$ cat src/rtl/riscv_pipe_pkg.sv
// Shared pipeline definitions for the RISC-V core: redirect FSM states,
// pipeline stage indices and redirect source indices.
package riscv_pipe_pkg;

    typedef enum logic {
        RF_IDLE = 1'b0,
        RF_WAIT = 1'b1
    } rf_state_e;

    // Flushable stage registers, youngest first
    localparam int STG_IFID = 0;
    localparam int STG_IDEX = 1;

    // Redirect sources, oldest (highest priority) first
    localparam int SRC_EX = 0;
    localparam int SRC_ID = 1;

endpackage

$ cat src/rtl/redirect_prio_enc.sv
// Lowest-index-wins priority encoder for redirect requests.
// idx reads N when no request is present.
module redirect_prio_enc #(
    parameter int N  = 2,
    parameter int IW = 2
) (
    input  logic [N-1:0]  req,
    output logic [IW-1:0] idx,
    output logic          any
);

    // Scan from the top so the lowest set bit is the last one written
    always_comb begin
        idx = IW'(N);
        any = 1'b0;
        for (int i = N - 1; i >= 0; i--) begin
            if (req[i]) begin
                idx = IW'(i);
                any = 1'b1;
            end
        end
    end

endmodule

$ cat src/rtl/redirect_flush_ctrl.sv
// Control-flow redirect unit: arbitrates prioritised redirect requests, holds
// the winning target for TGT_LAT cycles, then pulses pc_redirect for one
// cycle while squashing the affected stage registers for the whole window.
// Optional macro REDIRECT_STATS_EN adds redirect and squash event counters.
module redirect_flush_ctrl
    import riscv_pipe_pkg::*;
#(
    parameter int XLEN    = 32,
    parameter int NUM_SRC = 2,
    parameter int TGT_LAT = 2
) (
    input  logic                    clk,
    input  logic                    rst,
    input  logic                    stall,
    input  logic [NUM_SRC-1:0]      red_v,
    input  logic [NUM_SRC*XLEN-1:0] red_tgt,
    output logic                    pc_redirect,
    output logic [XLEN-1:0]         pc_target,
    output logic [NUM_SRC-1:0]      flush_n,
    output logic                    busy
`ifdef REDIRECT_STATS_EN
    ,
    output logic [31:0]             redirect_cnt,
    output logic [31:0]             squash_cnt
`endif
);

    localparam int IW = $clog2(NUM_SRC + 1);
    localparam int CW = (TGT_LAT > 1) ? $clog2(TGT_LAT) : 1;
    localparam logic [CW-1:0] CNT_INIT = CW'((TGT_LAT > 0) ? TGT_LAT - 1 : 0);

    rf_state_e         state_q, state_d;
    logic [CW-1:0]     cnt_q, cnt_d;
    logic [IW-1:0]     idx_q, idx_d;
    logic [XLEN-1:0]   tgt_q, tgt_d;

    logic [IW-1:0]     win_idx;
    logic              win_any;
    logic [XLEN-1:0]   win_tgt;

    logic              redirect;
    logic [XLEN-1:0]   target;
    logic [NUM_SRC-1:0] squash;

    // Source i squashes stage j when j <= NUM_SRC-1-i; src==NUM_SRC squashes nothing
    function automatic logic [NUM_SRC-1:0] flush_mask(input logic [IW-1:0] src);
        flush_mask = '0;
        for (int j = 0; j < NUM_SRC; j++) begin
            if (int'(src) < NUM_SRC && j <= NUM_SRC - 1 - int'(src))
                flush_mask[j] = 1'b1;
        end
    endfunction

    redirect_prio_enc #(
        .N  (NUM_SRC),
        .IW (IW)
    ) u_prio (
        .req (red_v),
        .idx (win_idx),
        .any (win_any)
    );

    // Select the winning source's target from the flat bus
    always_comb begin
        win_tgt = '0;
        for (int i = 0; i < NUM_SRC; i++) begin
            if (IW'(i) == win_idx)
                win_tgt = red_tgt[i*XLEN +: XLEN];
        end
    end

    // Control state: async active-low reset abandons any open window
    always_ff @(posedge clk or negedge rst) begin
        if (!rst) begin
            state_q <= RF_IDLE;
            cnt_q   <= '0;
            idx_q   <= IW'(NUM_SRC);
        end else begin
            state_q <= state_d;
            cnt_q   <= cnt_d;
            idx_q   <= idx_d;
        end
    end

    // Held target is data only; it is never observed outside a live window
    always_ff @(posedge clk) begin
        tgt_q <= tgt_d;
    end

    // Next-state, countdown, preemption and combinational redirect/flush outputs
    always_comb begin
        state_d  = state_q;
        cnt_d    = cnt_q;
        idx_d    = idx_q;
        tgt_d    = tgt_q;
        redirect = 1'b0;
        target   = '0;
        squash   = '0;
        case (state_q)
            RF_IDLE: begin
                if (win_any) begin
                    squash = flush_mask(win_idx);
                    if (TGT_LAT == 0) begin
                        redirect = 1'b1;
                        target   = win_tgt;
                    end else begin
                        state_d = RF_WAIT;
                        cnt_d   = CNT_INIT;
                        idx_d   = win_idx;
                        tgt_d   = win_tgt;
                    end
                end
            end
            RF_WAIT: begin
                squash = flush_mask(idx_q);
                if (!stall) begin
                    if (cnt_q == '0) begin
                        // Issue wins over any request seen in the same cycle
                        redirect = 1'b1;
                        target   = tgt_q;
                        state_d  = RF_IDLE;
                        idx_d    = IW'(NUM_SRC);
                    end else if (win_any && win_idx < idx_q) begin
                        // Older stage redirects: restart the window, widen the squash
                        cnt_d  = CNT_INIT;
                        idx_d  = win_idx;
                        tgt_d  = win_tgt;
                        squash = flush_mask(win_idx);
                    end else begin
                        cnt_d = cnt_q - 1'b1;
                    end
                end
            end
            default: state_d = RF_IDLE;
        endcase
    end

    // Outputs sit at their reset values for as long as reset is held
    always_comb begin
        pc_redirect = redirect & rst;
        pc_target   = rst ? target : '0;
        flush_n     = ~(squash & {NUM_SRC{rst}});
        busy        = rst && (state_q == RF_WAIT);
    end

`ifdef REDIRECT_STATS_EN
    // Free-running wrap-around event counters
    always_ff @(posedge clk or negedge rst) begin
        if (!rst) begin
            redirect_cnt <= '0;
            squash_cnt   <= '0;
        end else begin
            redirect_cnt <= redirect_cnt + {31'd0, pc_redirect};
            squash_cnt   <= squash_cnt + {31'd0, ~&flush_n};
        end
    end
`endif

endmodule

$ cat config.mk
export PLATFORM = sky130hd
export DESIGN_NAME = redirect_flush_ctrl
export DESIGN_NICKNAME = d
export VERILOG_FILES = /design/src/rtl/riscv_pipe_pkg.sv /design/src/rtl/redirect_prio_enc.sv /design/src/rtl/redirect_flush_ctrl.sv
export SDC_FILE = /design/constraint.sdc
export NUM_CORES = 1
export LEC_CHECK = 0
export BUFFER_PORTS_ARGS = -buffer_cell sky130_fd_sc_hd__buf_4
export CORE_MARGIN = 2
export CORE_UTILIZATION = 45
export DETAILED_ROUTE_END_ITERATION = 8
export GPL_ROUTABILITY_DRIVEN = 0
export HOLD_SLACK_MARGIN = 0.15
export PLACE_DENSITY = 0.9
export RECOVER_POWER = 50
export SLEW_MARGIN = 40
export SYNTH_ARGS = -nofsm -noshare
export SYNTH_HDL_FRONTEND = slang
export SYNTH_SLANG_ARGS = --single-unit
$ cat constraint.sdc
create_clock -name clk -period 5.8 [get_ports clk]
set_clock_uncertainty 0.1 [all_clocks]
set_input_delay 0.29 -clock clk [delete_from_list [all_inputs] [get_ports clk]]
set_output_delay 0.29 -clock clk [all_outputs]
set_load 0.05 [all_outputs]
### Word level (Yosys, flattened, before mapping)

Index checks and enable logic that the tools add are counted.

* input bits: 69
* word-level logic and storage cells: 75
* bits in registers: 36
* output and inout bits: 36

* reductions and logical operators: 10
* magnitude comparators: 7
* bitwise gates (word level): 4
* $add $sub $neg: 3
* equality and inequality tests: 6
* muxes and demuxes: 41

Operators with widths (count)
* 2-to-1 mux 32 bit: 10
* one-hot mux 32 bit (2 select lines): 1
* 2-to-1 mux 2 bit: 10
* 2-to-1 mux 1 bit: 16
* one-hot mux 2 bit (2 select lines): 2
* <= comparator 1 x 3 -> 1 bit, first input constant: 2
* <= comparator 2 x 3 -> 1 bit, first input constant: 2
* logical AND 1 bit: 6
* subtractor 1 x 2 -> 3 bit, first input constant: 2
* less-than comparator 2 bit, second input constant: 2
* inequality test 2 x 1 -> 1 bit, second input constant: 2
* inequality test 2 bit, second input constant: 2
* one-hot mux 1 bit (2 select lines): 2
* AND reduction 4 bit: 1
* inequality test 3 x 2 -> 1 bit, second input constant: 1
* AND reduction 3 bit: 1
* AND 2 bit: 1
* == test 1 x 2 -> 1 bit, first input constant: 1
* logical NOT 2 bit: 1
* less-than comparator 2 bit: 1
* NOT 2 bit: 1
* AND reduction 2 bit: 1
* AND 1 bit: 1
* NOT 1 bit: 1
* subtractor 1 bit, second input constant: 1

### Depth between registers and ports, before layout

* depth after elaboration: 12
* mapped depth: 6
* mapped depth without buffers: 5

### Cells and area by module

From an unflattened synthesis, not the netlist that was laid out.

* cells, all modules: 181
* area, all modules: 1993.2 um^2

By module, submodules not included
* redirect_flush_ctrl: instances 1, sequential area each 1062.3 um^2, cells each 178, area an instance 1974.4 um^2
* redirect_prio_enc: instances 1, sequential area each 0.0 um^2, cells each 3, area an instance 18.8 um^2

### Worst setup path before layout

No wires, ideal clock.

* kind: input to register
* start: in red_v[0]
* end: reg tgt_q[0], enable pin
* buffers on the path: 1
* arrival: 4.289 ns
* slack: 0.900 ns
* stages: 5
* setup time: 0.511 ns
* required time: 5.189 ns
* cell sequence: buf_2 nor2_1 ha_1 nor2_1 o41ai_1

* cells in the longest elaborated chain, start to end: 5
* elaborated cells between the ends (all ways): 7
* those cells by class: 1 x order compare; 2 x eq/ne; 2 x mux; 2 x reduce/logical

Ends and longest elaborated chain
* start, declared: line redirect_flush_ctrl.sv:15 `input logic [NUM_SRC-1:0] red_v,`
* 2-to-1 mux 2 bit: line redirect_prio_enc.sv:17 `if (req[i]) begin`
* less-than comparator 2 bit: line redirect_flush_ctrl.sv:123 `end else if (win_any && win_idx < idx_q) begin`
* logical AND 1 bit: line redirect_flush_ctrl.sv:123
* inequality test 2 x 1 -> 1 bit (no source line)
* AND reduction 4 bit (no source line) (*)
* end signal, assigned: line redirect_flush_ctrl.sv:87 `tgt_q <= tgt_d;`
* end, declared: line redirect_flush_ctrl.sv:35 `logic [XLEN-1:0] tgt_q, tgt_d;`

Every way passes the cells marked *; elsewhere a longest branch is shown, timed or not.
A chain may end at the register's enable or synchronous reset.

### Worst setup path in the final report

* start: in rst
* end: out pc_target[30]

* cells in the longest elaborated chain, start to end: 1

Ends and longest elaborated chain
* start, declared: line redirect_flush_ctrl.sv:13 `input logic rst,`
* 2-to-1 mux 32 bit: line redirect_flush_ctrl.sv:141 `pc_target = rst ? target : '0;`
* end, declared: line redirect_flush_ctrl.sv:18 `output logic [XLEN-1:0] pc_target,`

No other way between the ends.

==> metrics.yaml <==
status: "finished, final reports clean"
cts_max_path_buffers: 2
finalWirelength_um: 4532
ys_seq_elements: 36
worst_pin_slew_ns: 1.277
cts_tree: "yes"
worst-path-max-fanout: 34
slew_headroom: 0.1483
hold_end: "tgt_q[1]"
power_density_nw_per_um2: 344.8
max_stage_delay_ns: 1.03
min_path_type: "primary input to flop"
critPathSlowestCell: "and2_0"
cp.arrival_ns: 2.92
timing.final.crit_share: 0.5703
synthArstFlopShare: 0.1111
grt_pass1_vias: 1744
yosys_warnings: 0
syn-cell-area_um2: 1963
fmax_mhz: 302.3
drtAntennaViolNets: 0
fill_cells: 362
cpMostUsedCell: "clkbuf_1"
overflow: 0
synth_flop_cell: "edfxtp_1"
startpoint_type: "primary input"
drive_gt1_frac: 0.3236
syn_area_per_cell_um2: 9.217
n_antenna_cell: 0
period_minus_slack_ns: 3.308
dp_hpwl_um: 3305
synth_edf_count: 32
cts_buffers: 5
path_buf_inv: 3
route.vias.total: 1867
setup_viol: 0
antenna_found_initial: 0
seqCellArea_um2: 1062
die_area_um2: 4907
maxCapViolations: 0
clk_pin_slew_ns: 0.07
critPathKind: "primary input to primary output"
vdd_ir_drop_max_v: 0.0002429
cp_top_family: "simple AND/OR/NAND/NOR gates"
setup-tns-final_ns: 0
area_delta_synth_final_pct: 42.19
cts_root_buffer: "clkbuf_8"
port_buffers: 104
viasPerCell: 5.172
initial_core_util: 0.4604
multi_input_area_um2: 827.0
cts_max_level: 2
cellLeakagePower_nw: 1.342
crit_chain: "dlygate4sd3_1, clkbuf_1, and2_0, and3_1, clkbuf_1"
grt_usage: 0.1848
ff2ff_path_depth: 4
p_total_w: 0.0009624
end_kind: "primary output"
timing.rr.end: "tgt_q[0]"
r2r_start: "idx_q[1]"
post-cts-setup-buffers: 0
nets: 378
fp-row-count: 24
post-route-drc-count: 0
grt_pass1_wl_um: 7300
hold_path_depth: 3
insertion_delay_ns: 0.27
drtPass1Iterations: 4
critPathRequiredTime_ns: 5.41
yosysSeqAreaShare: 0.5411
ioPinCount: 105
worstHoldStart: "red_tgt[1]"
hold_viol: 0
grt_max_degree: 68
fp.dieH_um: 70.05
synth_cells: 213
clock-sinks: 36
final_util: 0.6546
coreArea_um2: 4264
holdWs_ns: 0.1848
syn-num-nets: 283
worst-r2r-setup-slack_ns: 3.80
maxSlewViolCount: 0
rsz0062_at_grt: "false"
synth.distinct_cells: 32
drtIter0Drc: 192
fp.dieW_um: 70.05
wl_per_cell_um: 12.55
[tightest hold or removal path: cells and delay by family]
kind / cells / cell delay, ns
buf+inv: 1 / 0.07
simple gates: 1 / 0.03
compound gates: 1 / 0.05
[power breakdown]
part	leakage [nW]	switching [W]	total (W)	internal, W
clock network	0.0399	0.0000793	0.000163	0.0000835
registers	0.351	0.0000325	0.000414	0.000382
logic	0.951	0.000259	0.000385	0.000126
total	1.34	0.000371	0.000962	0.000591
[sequential cells by signal, indices dropped and copies added (netlist names)]
register / flops
state_q: 1
cnt_q: 1
idx_q: 2
tgt_q: 32
[per-stage QoR]
stage / std cells / setup slack [ns] / area (um2)
final: 361 / 2.492 / 2791
after global routing: 361 / 2.252 / 2791
after CTS: 361 / 3.262 / 2840
after detailed placement: 352 / 3.255 / 2750
after global placement: 352 / 3.351 / 2745
after floorplan: 213 / 0.9004 / 1963
[placed cells by master (no fill, tap or decap)]
cell type      instances
dfrtp_1                3
o311ai_0               1
and3_1                33
o31ai_1                2
o21bai_1               2
nor2_4                 1
o21ai_1                2
edfxtp_1              32
nand2_1               60
and3b_1                1
o31a_1                 1
nor2b_1                1
dfstp_2                1
a21oi_1                3
a211oi_1               1
a31o_1                 1
or3b_1                 1
o41ai_2                1
buf_4                 92
inv_1                  2
nor2_1                 6
o21ai_0               30
a22o_1                 3
clkinv_1               1
ha_1                   1
dlygate4sd3_1          1
and2_0                 2
and2b_1                1
mux2i_1                1
clkbuf_1              15
clkbuf_8               5
a21boi_0               1
nand2b_1               1
[layout make-up]
class | count | share of cell area
multi-input combinational | 157 | 0.2963
inverter | 2 | 0.002689
tap | 52 | 0.02331
sequential | 36 | 0.3805
timing repair buffer | 106 | 0.2685
clock inverter | 1 | 0.001345
clock buffer | 7 | 0.02734
[synth_stat cells, types with 2 or more instances]
library cell,n,area share
a21oi_1,3,0.0076
a22o_1,3,0.013
and2_1,2,0.0064
and3_1,33,0.11
buf_2,6,0.015
clkbuf_1,10,0.019
dfrtp_1,3,0.038
edfxtp_1,32,0.49
inv_1,2,0.0038
nand2_1,60,0.11
nor2_1,6,0.011
o21ai_0,29,0.074
o21ai_1,3,0.0076
o21bai_1,2,0.0076
o31ai_1,2,0.0076
[per-layer routing]
| metal | share of wire | global-route usage | vias to the layer above |
|---|---|---|---|
| li1 | - | - | 941 |
| met1 | 0.40 | 0.2072 | 848 |
| met2 | 0.52 | 0.3333 | 73 |
| met3 | 0.076 | 0.05628 | 5 |
| met4 | 0.010 | 0.05983 | 0 |
| met5 | 0 | 0 | - |
[kinds of logic after synthesis]
group / after synthesis / synth area share
compound gates: 48 / 0.1434
fa+ha+maj: 1 / 0.006372
buf+inv: 20 / 0.04398
flops: 36 / 0.5411
mux: 1 / 0.005099
simple gates: 107 / 0.2600
[worst max-delay path by stage]
stage	start	end	slack [ns]	cells past startpoint
after global routing	rst	pc_target[29]	2.25	5
after floorplan	red_v[0]	tgt_q[0]	0.90	5
after global placement	red_v[0]	tgt_q[13]	3.35	6
after detailed placement	red_v[0]	tgt_q[13]	3.25	6
final	rst	pc_target[30]	2.49	5
after CTS	rst	pc_target[30]	3.26	5
[what timing repair did]
item | in CTS | in global routing
endpoints found under the hold margin | 4 | 0
gates resized for setup | 0 | 0
hold buffers | 1 | 0
Note: power is estimated with default switching activity, not from simulation.
